===== config.mk =====
export PLATFORM = sky130hd
export DESIGN_NAME = interleave_frame_packer_flat
export DESIGN_NICKNAME = d
export VERILOG_FILES = /design/src/rtl/interleave_frame_packer_if.sv /design/src/rtl/interleave_frame_packer.sv /design/src/flat_wrapper.sv
export SDC_FILE = /design/constraint.sdc
export NUM_CORES = 1
export LEC_CHECK = 0
export BUFFER_PORTS_ARGS = -buffer_cell sky130_fd_sc_hd__buf_4
export CORE_MARGIN = 5
export CORE_UTILIZATION = 40
export DETAILED_ROUTE_END_ITERATION = 6
export SLEW_MARGIN = 20
export SYNTH_ARGS = -nofsm -noshare
export SYNTH_HDL_FRONTEND = slang
export SYNTH_SLANG_ARGS = --single-unit

===== constraint.sdc =====
create_clock -name clk -period 2.06 [get_ports clk]
set_input_delay 0.206 -clock clk [delete_from_list [all_inputs] [get_ports clk]]
set_output_delay 0.206 -clock clk [all_outputs]
set_load 0.01 [all_outputs]

===== src/rtl/interleave_frame_packer_if.sv =====
// Byte-stream input and packed-frame output bundle of interleave_frame_packer.
// The master modport is the packer's own view; slave is the surrounding environment.
interface interleave_frame_packer_if;
    logic [7:0] in_data;
    logic       in_valid;
    logic       in_ready;
    logic       in_last;
    logic [7:0] out_byte0;
    logic [7:0] out_byte1;
    logic [7:0] out_byte2;
    logic [7:0] out_byte3;
    logic       out_valid;
    logic       out_ready;
    logic [1:0] out_pad;

    modport master (
        input  in_data, in_valid, in_last, out_ready,
        output in_ready, out_byte0, out_byte1, out_byte2, out_byte3, out_valid, out_pad
    );

    modport slave (
        output in_data, in_valid, in_last, out_ready,
        input  in_ready, out_byte0, out_byte1, out_byte2, out_byte3, out_valid, out_pad
    );
endinterface


===== src/rtl/interleave_frame_packer.sv =====
// Packs 4 consecutive stream bytes into one parallel frame for the 2-bit-group interleaver.
// Optional macro PAD_FLUSH_EN: in_last closes a partial frame with zero padding.
module interleave_frame_packer #(
    parameter bit LSB_FIRST   = 1'b1,
    parameter int FRAME_CNT_W = 16
) (
    input  logic                   clk,
    input  logic                   rst_n,
    interleave_frame_packer_if.master bus,
    output logic [FRAME_CNT_W-1:0] frame_count
);

    typedef enum logic [1:0] {
        FILL = 2'b00,
        HOLD = 2'b01
    } state_t;

    state_t          state;
    state_t          state_next;
    logic [1:0]      idx;
    logic [1:0]      idx_next;
    logic [3:0][7:0] asm_q;
    logic [3:0][7:0] asm_d;
    logic [3:0][7:0] frame;
    logic [3:0][7:0] load_frame;
    logic [3:0][7:0] out_q;
    logic            out_valid_q;
    logic            out_valid_d;
    logic            load_out;
    logic            accept;
    logic            deliver;
    logic            last_in;
    logic            complete;

    // Arrival slot -> output byte position, so the assembly register is kept in output order.
    function automatic logic [1:0] slot_pos(input logic [1:0] s);
        return LSB_FIRST ? s : 2'd3 - s;
    endfunction

`ifdef PAD_FLUSH_EN
    logic [1:0] frame_pad;
    logic [1:0] hold_pad_q;
    logic [1:0] hold_pad_d;
    logic [1:0] load_pad;
    logic [1:0] out_pad_q;

    assign last_in   = bus.in_last;
    assign frame_pad = 2'd3 - idx;
`else
    logic unused_in_last;

    assign last_in        = 1'b0;
    assign unused_in_last = bus.in_last;
`endif

    assign bus.in_ready  = (state == FILL);
    assign accept        = bus.in_valid && (state == FILL);
    assign deliver       = out_valid_q && bus.out_ready;
    assign complete      = accept && ((idx == 2'd3) || last_in);

    // Completed frame: stored slots, the byte arriving now, zeros for any slots never filled.
    always_comb begin
        frame = '0;
        for (int s = 0; s < 4; s++) begin
            if (2'(s) < idx)
                frame[slot_pos(2'(s))] = asm_q[slot_pos(2'(s))];
            else if (2'(s) == idx)
                frame[slot_pos(2'(s))] = bus.in_data;
            else
                frame[slot_pos(2'(s))] = 8'h00;
        end
    end

    always_comb begin
        state_next = state;
        idx_next   = idx;
        asm_d      = asm_q;
        load_out   = 1'b0;
        load_frame = frame;
`ifdef PAD_FLUSH_EN
        hold_pad_d = hold_pad_q;
        load_pad   = frame_pad;
`endif
        case (state)
            FILL: begin
                if (complete) begin
                    idx_next = 2'd0;
                    asm_d    = frame;
`ifdef PAD_FLUSH_EN
                    hold_pad_d = frame_pad;
`endif
                    if (!out_valid_q || bus.out_ready)
                        load_out = 1'b1;
                    else
                        state_next = HOLD;
                end else if (accept) begin
                    asm_d[slot_pos(idx)] = bus.in_data;
                    idx_next             = idx + 2'd1;
                end
            end
            HOLD: begin
                if (!out_valid_q || bus.out_ready) begin
                    load_out   = 1'b1;
                    load_frame = asm_q;
`ifdef PAD_FLUSH_EN
                    load_pad   = hold_pad_q;
`endif
                    state_next = FILL;
                end
            end
            default: begin
                state_next = FILL;
                idx_next   = 2'd0;
            end
        endcase
    end

    // A load on the same edge as a delivery keeps out_valid high for back-to-back frames.
    always_comb begin
        out_valid_d = out_valid_q;
        if (load_out)
            out_valid_d = 1'b1;
        else if (deliver)
            out_valid_d = 1'b0;
    end

    always_ff @(posedge clk or negedge rst_n) begin
        if (!rst_n) begin
            state       <= FILL;
            idx         <= 2'd0;
            asm_q       <= '0;
            out_q       <= '0;
            out_valid_q <= 1'b0;
            frame_count <= '0;
        end else begin
            state       <= state_next;
            idx         <= idx_next;
            asm_q       <= asm_d;
            out_valid_q <= out_valid_d;
            if (load_out)
                out_q <= load_frame;
            if (deliver)
                frame_count <= frame_count + FRAME_CNT_W'(1);
        end
    end

`ifdef PAD_FLUSH_EN
    always_ff @(posedge clk or negedge rst_n) begin
        if (!rst_n) begin
            hold_pad_q <= 2'd0;
            out_pad_q  <= 2'd0;
        end else begin
            hold_pad_q <= hold_pad_d;
            if (load_out)
                out_pad_q <= load_pad;
        end
    end

    assign bus.out_pad = out_pad_q;
`else
    assign bus.out_pad = 2'b00;
`endif

    assign bus.out_byte0 = out_q[0];
    assign bus.out_byte1 = out_q[1];
    assign bus.out_byte2 = out_q[2];
    assign bus.out_byte3 = out_q[3];
    assign bus.out_valid = out_valid_q;

endmodule


===== src/flat_wrapper.sv =====
// flat-port wrapper written by rule: the top's interface ports become plain ports
module interleave_frame_packer_flat 
#(
    parameter bit LSB_FIRST   = 1'b1,
    parameter int FRAME_CNT_W = 16
)
  (clk, rst_n, frame_count, bus_in_data, bus_in_valid, bus_in_last, bus_out_ready, bus_in_ready, bus_out_byte0, bus_out_byte1, bus_out_byte2, bus_out_byte3, bus_out_valid, bus_out_pad);
  interleave_frame_packer_if bus_i ();
  input  logic clk;
  input  logic rst_n;
  output logic [FRAME_CNT_W-1:0] frame_count;
  input wire logic [$bits(bus_i.in_data)-1:0] bus_in_data;
  input wire logic [$bits(bus_i.in_valid)-1:0] bus_in_valid;
  input wire logic [$bits(bus_i.in_last)-1:0] bus_in_last;
  input wire logic [$bits(bus_i.out_ready)-1:0] bus_out_ready;
  output wire logic [$bits(bus_i.in_ready)-1:0] bus_in_ready;
  output wire logic [$bits(bus_i.out_byte0)-1:0] bus_out_byte0;
  output wire logic [$bits(bus_i.out_byte1)-1:0] bus_out_byte1;
  output wire logic [$bits(bus_i.out_byte2)-1:0] bus_out_byte2;
  output wire logic [$bits(bus_i.out_byte3)-1:0] bus_out_byte3;
  output wire logic [$bits(bus_i.out_valid)-1:0] bus_out_valid;
  output wire logic [$bits(bus_i.out_pad)-1:0] bus_out_pad;
  assign bus_i.in_data = bus_in_data;
  assign bus_i.in_valid = bus_in_valid;
  assign bus_i.in_last = bus_in_last;
  assign bus_i.out_ready = bus_out_ready;
  assign bus_in_ready = bus_i.in_ready;
  assign bus_out_byte0 = bus_i.out_byte0;
  assign bus_out_byte1 = bus_i.out_byte1;
  assign bus_out_byte2 = bus_i.out_byte2;
  assign bus_out_byte3 = bus_i.out_byte3;
  assign bus_out_valid = bus_i.out_valid;
  assign bus_out_pad = bus_i.out_pad;
  interleave_frame_packer #(.LSB_FIRST(LSB_FIRST), .FRAME_CNT_W(FRAME_CNT_W)) u_core (.clk(clk), .rst_n(rst_n), .bus(bus_i), .frame_count(frame_count));
endmodule

# Yosys cells after proc, flatten, opt, wreduce, memory -nomap -nowiden
# Cells that the tools add are included.
[totals]
wordCells = 70
input_bits = 13
reg_bits = 85
output_inout_bits = 52
[op_classes]
reduce_logical = 13
mux = 27
eq_ne = 9
bitwise = 1
n_addsub = 2
n_lt_le_gt_ge = 6
[ops]
columns = ["op", "n"]
rows = [
  ["2-to-1 mux 32 bit", 4],
  ["2-to-1 mux 8 bit", 9],
  ["bitwise mux 32 bit", 1],
  ["adder 16 x 1 -> 16 bit, second input constant", 1],
  ["demux 8 bit (select 2 bit)", 1],
  ["2-to-1 mux 2 bit", 5],
  ["case mux 2 bit (2 select lines)", 2],
  ["== test 2 bit, first input constant", 2],
  ["logical AND 1 bit", 4],
  ["zero test 2 bit", 2],
  ["less-than comparator 1 x 2 -> 1 bit, first input constant", 2],
  ["less-than comparator 2 bit, first input constant", 2],
  ["2-to-1 mux 1 bit", 4],
  ["!= test 2 x 1 -> 1 bit, second input constant", 2],
  ["AND reduction 2 bit", 2],
  ["nonzero test 2 bit", 2],
  ["less-than comparator 2 x 3 -> 1 bit, second input constant", 1],
  ["!= test 3 x 1 -> 1 bit, second input constant", 1],
  ["AND reduction 3 bit", 1],
  ["adder 2 x 1 -> 2 bit, second input constant", 1],
  ["== test 1 x 2 -> 1 bit, first input constant", 1],
  ["== test 2 x 1 -> 1 bit, second input constant", 1],
  ["== test 2 bit, second input constant", 1],
  [">= comparator 2 x 1 -> 1 bit, second input constant", 1],
  ["5 further kinds", 5],
]

# Depth between registers and ports, before layout
# Gate-level depths: netlist of run 1.
[logic_depth]
depth_word = 7
ltp_mapped = 8
depth_no_buf = 6

# Worst setup path after synthesis of run 1
# No wires, ideal clock.
[synth_timing]
path_kind = "reg-to-reg"
start = "register u_core.idx[1]"
end = "register u_core.asm_q[11] (netlist bit)"
path_slack_ps = 360
path_stages_with_launch = 8
arrival_ps = 1574
setup_ps = 126
path_buffers = 3
t_required_ps = 1934
synth_period_minus_slack_ps = 1700
cell_sequence = "dfrtp_1 > buf_2 > inv_1 > ha_1 > clkbuf_1 > o221ai_2 > buf_2 > o21ai_0"
[synth_via]
elab_chain_cells = 7
elab_cells_between_ends = 16
cone_classes = "3 x order compare; 2 x eq/ne; 7 x mux; 4 x reduce/logical"
[synth_rtl]
columns = ["element", "line", "rtl"]
rows = [
  ["start, declared", "interleave_frame_packer.sv:20", "logic [1:0] idx;"],
  ["start signal, assigned", "interleave_frame_packer.sv:137", "idx <= idx_next;"],
  ["less-than comparator 2 x 3 -> 1 bit (implied by the code) or >= comparator 2 x 1 -> 1 bit (tied branches)", "interleave_frame_packer.sv:97", "asm_d[slot_pos(idx)] = bus.in_data;"],
  ["logical AND 1 bit (implied by the code)", "interleave_frame_packer.sv:97", ""],
  ["2-to-1 mux 8 bit (implied by the code)", "interleave_frame_packer.sv:97", ""],
  ["demux 8 bit (select 2 bit)", "--", ""],
  ["bitwise mux 32 bit", "interleave_frame_packer.sv:97", ""],
  ["2-to-1 mux 32 bit", "interleave_frame_packer.sv:96", "end else if (accept) begin"],
  ["2-to-1 mux 32 bit", "interleave_frame_packer.sv:86", "if (complete) begin"],
  ["end signal, assigned", "interleave_frame_packer.sv:138", "asm_q <= asm_d;"],
  ["end, declared", "interleave_frame_packer.sv:22", "logic [3:0][7:0] asm_q;"],
]
# Several ways; a longest one is shown, not always the timed one. The select of a mux whose other input is x is not followed.
# A chain may end at the register's enable or synchronous reset.

# Final worst setup path of run 1
# Same ends and word-level chain as after synthesis.

==> results of run 1 <==
## sequential cells by signal (all words and copies together), names as in the netlist
register	cells
u_core.asm_q	32
u_core.frame_count	16
u_core.bus.out_byte0	8
u_core.bus.out_byte1	8
u_core.bus.out_byte2	8
u_core.bus.out_byte3	8
u_core.idx	2
u_core.bus.out_valid	1
u_core.state	1
## per-layer routing
metal / track usage / wire (µm)
met1: 0.213 / 4500
met2: 0.251 / 4580
met3: 0.0239 / 499
met4: 0.0535 / 87
met5: 0 / 0
## logic make-up (layout without fill, tap and decap cells)
family / Yosys count / in the layout / share of synthesized area
flops: 84 / 84 / 0.511
xor+xnor: 15 / 15 / 0.0319
simple gates: 142 / 142 / 0.160
other cells: 1 / 2 / 0.000911
buf+inv: 39 / 92 / 0.0486
compound gates: 130 / 130 / 0.182
fa+ha+maj: 7 / 7 / 0.0213
mux: 17 / 17 / 0.0444
## metrics by stage
stage,std cells,total power [mW]
3_3_place_gp,608,5.14
6_report,625,6.33
3_5_place_dp,608,5.26
4_1_cts,625,6.40
5_1_grt,625,6.82
2_1_floorplan,436,4.28
## layout make-up
cell class | instances | area [µm²] | share of cell area
clock buffers | 12 | 135 | 0.0279
flip-flops and latches | 84 | 2100 | 0.434
multi-input cells | 313 | 1820 | 0.375
inverters | 4 | 15.0 | 0.00310
repair buffers | 72 | 556 | 0.115
well taps | 136 | 170 | 0.0351
clock inverters | 4 | 50.0 | 0.0103
## what timing repair did
item	4_1_cts	5_1_grt
gates resized for setup	0	1
hold buffers	1	0
setup buffers	0	0
setup endpoints to repair	0	1
endpoints found under the hold margin	24	0
## report_power, final
part / internal (mW) / leakage (nW) / switching [mW]
clock: 0.561 / 0.0866 / 0.569
combinational: 1.15 / 1.04 / 1.39
sequential: 2.25 / 1.09 / 0.419
## synthesized netlist by cell type (2+ instances only)
cell type / instances / share of area
dfrtp_1: 84 / 0.51
nor2_1: 10 / 0.0091
mux2_2: 10 / 0.027
buf_6: 2 / 0.0055
a22oi_1: 13 / 0.024
ha_1: 7 / 0.021
o21ai_0: 59 / 0.072
xnor2_1: 9 / 0.019
clkbuf_1: 12 / 0.011
and3_1: 7 / 0.011
mux2i_1: 7 / 0.017
nor3_1: 2 / 0.0024
xor2_1: 6 / 0.013
a31oi_1: 5 / 0.0076
nand3_1: 2 / 0.0024
o22ai_1: 15 / 0.023
and2_1: 2 / 0.0030
inv_1: 3 / 0.0027
nand2_1: 90 / 0.082
nor2b_1: 14 / 0.021
buf_2: 16 / 0.019
a21oi_1: 19 / 0.023
o31ai_1: 2 / 0.0036
o31ai_2: 2 / 0.0061
nand4_1: 5 / 0.0076
o21ai_1: 13 / 0.016
buf_4: 5 / 0.0091
## how the worst max path moves through the flow
stage / startpoint / endpoint / slack, ns / depth (start not counted)
final: u_core.idx[1] / u_core.asm_q[11] / 0.27 / 4
after global routing: u_core.idx[1] / u_core.asm_q[15] / 0.06 / 4
after CTS: u_core.idx[0] / u_core.bus.out_byte1[2] / 0.21 / 5
after detailed placement: u_core.idx[0] / u_core.bus.out_byte2[2] / 0.20 / 5
after global placement: u_core.idx[0] / u_core.bus.out_byte1[3] / 0.29 / 5
after floorplan: u_core.idx[1] / u_core.asm_q[11] / 0.36 / 7
## critical path, cell delays in order (launching register included)
cell and delay, ns:
dfrtp_1 0.43, inv_1 0.13, ha_1 0.34, o221ai_2 0.59, o21ai_0 0.15
==> key figures, run 1 <==
Floorplan
  – Die area: 0.0124 mm²
  – Die W: around 110 µm
  – Initial Utilization: 0.404
  – # IOs: 65
  – Die H: roughly 110 µm
  – Core box area: 0.0102 mm²
  – Row count: 37

Place
  – Routability cong.: 0.763
  – Dpl ws: about 0.20 ns
  – Placed Area: approximately 0.0046 mm²
  – Buffers on Ports: 61
  – Post-DP HPWL: ~6.5 mm

Cells and area
  – Design area: between 0.004 and 0.005 mm²
  – Fill count: between 900 and 1k
  – ANT cells: 0
  – Final core occ: 0.476
  – Commonest non-fill, non-tap cell in the layout: nand2_1
  – Syn-to-layout area delta: 17.8%
  – Commonest non-fill, non-tap cells in the layout: 90 x nand2_1, 84 x dfrtp_1, 70 x buf_4
  – # nets final: 504
  – Share of layout cells above drive strength 1: 0.215

Synth
  – Fraction of registers with async set/reset: 1.00
  – Post-Syn Area per Cell: about 9.5 µm²
  – Gate Count Post-Synth: 435
  – Post-synthesis sequential area ratio: 0.511
  – Mapped Area: 0.00412 mm²
  – Synth cell types: 41
  – Flops & latches, synth: 84
  – Ys flop type: dfrtp_1
  – Synth warn: 0
  – Post-synth EDFFs: 0

Global route
  – Largest net degree at the start of global routing: 61
  – Total GRT Usage: 0.155
  – Global-route wire length before repair: ~16 mm
  – Vias in the first global route: 3136
  – Grt ovf: 0
  – Initial antenna violation count: 0

Hold path
  – Startpoint of the worst hold path: bus_in_valid
  – Min-Delay Endpoint: u_core.bus.out_valid
  – WHS Path Cells: 3
  – Hold/Removal Path Class: input port to register

Setup path
  – Register-to-Register Path Depth: 4
  – Critical path capture point type: register
  – Reg-to-reg startpoint: u_core.idx[1]
  – Reg-to-reg critical path endpoint: u_core.asm_q[11]
  – Worst Setup Path Type: register to register
  – Crit start category: register
  – Worst EP arrival: 1.99 ns
  – Critical Path RT: between 2 and 2.5 ns
  – Worst-path fanout max: 16
  – Worst reg2reg setup slack: 0.27 ns

Drt
  – Remaining DRCs: 0
  – DR WL/cell: 15.5 µm
  – Vias: 3269
  – Final ANT Viol Nets: 0
  – Initial DRC count: 292
  – DRT Pass-1 Iters: 5
  – Routed WL: between 9 and 10 mm
  – Via/cell ratio: 5.23

Clocking
  – CTS sink cnt: 84
  – CTS max path bufs: 2
  – CTS H-Tree Depth: 3
  – Root Driver: clkbuf_8
  – CTS Buf Count: 9
  – Clock latency on the worst-skew pair: 0.34 ns
  – CTS tree: built
  – Clock-pin slew on the worst setup and hold paths: 0.08 ns

Timing
  – Hold_ws: 0.165 ns
  – Finish-stage setup viols: 0
  – Worst slew pin tran: 0.646 ns
  – Layout Skew: 0.00889 ns
  – RSZ-0062 raised after global routing: false
  – Post-route setup slack: between 0.2 and 0.3 ns
  – Slew Limit Fails: 0
  – Hold Fails Final Rpt: 0
  – Period utilization: 0.867
  – Worst slew margin: 0.569
  – Tmin final: 1.79 ns
  – Final TNS setup: 0 ns
  – Fmax achieved: between 500 and 600 MHz

Pwr
  – Worst vdd ir: slightly above 0.5 mV
  – Leakage power: ~2.2 nW
  – Pwr Density: between 1000 and 1500 mW/mm²

Run
  – Max-cap violations: 0

Run status
  – Status: completed
Note: power is estimated with default switching activity, not from simulation.
==> run 2: changes to the inputs <==
--- a/config.mk
+++ b/config.mk
@@ -9,6 +9,8 @@
 export CORE_MARGIN = 5
 export CORE_UTILIZATION = 40
 export DETAILED_ROUTE_END_ITERATION = 6
+export GPL_TIMING_DRIVEN = 0
+export PLACE_DENSITY = 0.72
 export SLEW_MARGIN = 20
 export SYNTH_ARGS = -nofsm -noshare
 export SYNTH_HDL_FRONTEND = slang
==> key figures, run 2 (synthesized netlist as in run 1, its figures left out) <==
Pwr
  – Reg power frac: 0.405
  – P_int: 4.11 mW
  – Worst vdd ir: 0.447 mV
  – Logic pwr share: 0.400
  – Leakage power: 2.27 nW
  – Clk pwr share: 0.196
  – Sw frac: 0.374
  – Switching Power: 2.46 mW
  – Pwr Density: 1330 mW/mm²

Cells and area
  – Commonest non-fill, non-tap cell in the layout: nand2_1
  – Non-Filler Instances: 643
  – Register area: around 0.0021 mm²
  – # nets final: 522
  – Commonest non-fill, non-tap cells in the layout: 90 x nand2_1, 84 x dfrtp_1, 59 x buf_4, 59 x o21ai_0, 19 x a21oi_1
  – Syn-to-layout area delta: 20.3%
  – Share of layout cells above drive strength 1: 0.231
  – Max reg flops: 32
  – Register with the most flip-flops: u_core.asm_q
  – ANT cells: 0
  – Fill count: 944
  – Multi-input gate area: 0.00183 mm²
  – Biggest regs: u_core.asm_q: 32 flops, u_core.frame_count: 16 flops

Clocking
  – CTS max path bufs: 2
  – Post-CTS setup buffers: 0
  – CTS tree: built
  – Clock latency on the worst-skew pair: 0.36 ns
  – Root Driver: clkbuf_8
  – CTS sink cnt: 84
  – CTS H-Tree Depth: 3
  – Clock-pin slew on the worst setup and hold paths: around 0.080 ns
  – CTS Buf Count: 9

Drt
  – Via/cell ratio: 5.32
  – Final ANT Viol Nets: 0
  – Initial DRC count: between 200 and 250
  – DR WL/cell: 15.8 µm
  – Vias: around 3.4k
  – DRT Pass-1 Iters: 4
  – Remaining DRCs: 0
  – Routed WL: approximately 10 mm

Place
  – Dpl ws: 0.00123 ns
  – Buffers on Ports: 55
  – Post-DP HPWL: ~7.0 mm
  – Placed cell count: 627
  – Routability cong.: about 0.82

Global route
  – Initial antenna violation count: 0
  – Total GRT Usage: 0.169
  – Largest net degree at the start of global routing: 85
  – Grt ovf: 0
  – Global-route wire length before repair: 16.8 mm
  – Vias in the first global route: 3353

Floorplan
  – Die H: 111 µm
  – # IOs: 65
  – Die area: 0.0124 mm²
  – Row count: 37
  – Die W: 111 µm
  – Core box area: 0.0102 mm²
  – Initial Utilization: 0.404

Timing
  – Post-route setup slack: approximately 0.15 ns
  – RSZ-0062 raised after global routing: false
  – Final TNS setup: 0 ns
  – Period utilization: 0.929
  – Tmin final: 1.91 ns
  – Worst slew pin tran: between 0.7 and 0.8 ns
  – Slew Limit Fails: 0
  – Worst slew margin: 0.495
  – Fmax achieved: about 520 MHz
  – Finish-stage setup viols: 0
  – Layout Skew: 0.00804 ns
  – Hold Fails Final Rpt: 0

Setup path
  – Critical path capture point type: register
  – Worst Setup Path Type: register to register
  – Crit start category: register
  – Worst-path fanout max: 10
  – Critical Path RT: 2.29 ns
  – Worst EP arrival: 2.15 ns

Hold path
  – Hold/Removal Path Class: input port to register

Run
  – Max-cap violations: 0

Run status
  – Status: completed
run 2: cell types whose count changed in the layout (fill, tap and decap cells not counted), moves of 2 or more:
cell	change
ha_2	+2
buf_6	+3
ha_1	-2
clkbuf_8	+4
buf_4	-11
buf_2	+16
clkbuf_1	+7
run 2: power by group through the flow:
| stage | Sequential [mW] | Combinational, mW | Clock [mW] |
|---|---|---|---|
| 2_1_floorplan | 2.75 | 1.53 | 0 |
| 3_3_place_gp | 2.64 | 2.54 | 0 |
| 3_5_place_dp | 2.68 | 2.61 | 0 |
| 4_1_cts | 2.65 | 2.64 | 1.31 |
| 5_1_grt | 2.75 | 2.95 | 1.40 |
| 6_report | 2.66 | 2.63 | 1.29 |
run 2: metrics by stage:
step	hold slack, ns	power (mW)	instance area (µm²)	utilization
2_1_floorplan	-0.0896	4.28	4120	-
3_3_place_gp	0.460	5.18	4700	0.462
3_5_place_dp	0.470	5.29	4700	0.462
4_1_cts	0.0706	6.61	4930	0.484
5_1_grt	0.132	7.09	4950	0.486
6_report	0.114	6.58	4950	0.486
run 2: final timing paths:
check,startpoint,to,slack (ns),depth (start not counted)
setup / recovery,u_core.idx[1],u_core.asm_q[10],0.15,6
hold / removal,bus_in_valid,u_core.bus.out_valid,0.11,3
setup reg to reg,u_core.idx[1],u_core.asm_q[10],0.15,6
hold reg to reg,u_core.bus.out_byte3[6],u_core.bus.out_byte3[6],0.48,2
max in group asynchronous,rst_n,u_core.bus.out_byte1[2],1.09,2
min in group asynchronous,rst_n,u_core.frame_count[3],0.45,2
run 2: critical path, cell delays in order, from the launching register on:
cell and delay, ns:
dfrtp_1 0.42, buf_2 0.22, inv_1 0.15, ha_2 0.28, o221ai_4 0.32, buf_2 0.26
o21ai_0 0.13
run 2: metal layers:
| metal | share of wire | GRT usage | wire length [µm] |
|---|---|---|---|
| met5 | 0 | 0 | 0 |
| met4 | 0.023 | 0.0706 | 234 |
| met3 | 0.046 | 0.0348 | 466 |
| met2 | 0.49 | 0.279 | 5010 |
| met1 | 0.44 | 0.215 | 4470 |
run 2: timing repair:
action	4_1_cts	5_1_grt
setup endpoints to repair	5	28
hold endpoints to repair	0	84
gates resized for setup	1	4
hold buffers	0	1
run 2: layout make-up:
cell class / count / share of cell area
tap: 136 / 0.0344
multi-input combinational: 313 / 0.370
timing repair buffer: 56 / 0.0862
inverter: 4 / 0.00303
clock inverter: 3 / 0.00859
clock buffer: 13 / 0.0361
sequential: 84 / 0.425
buffer: 34 / 0.0369
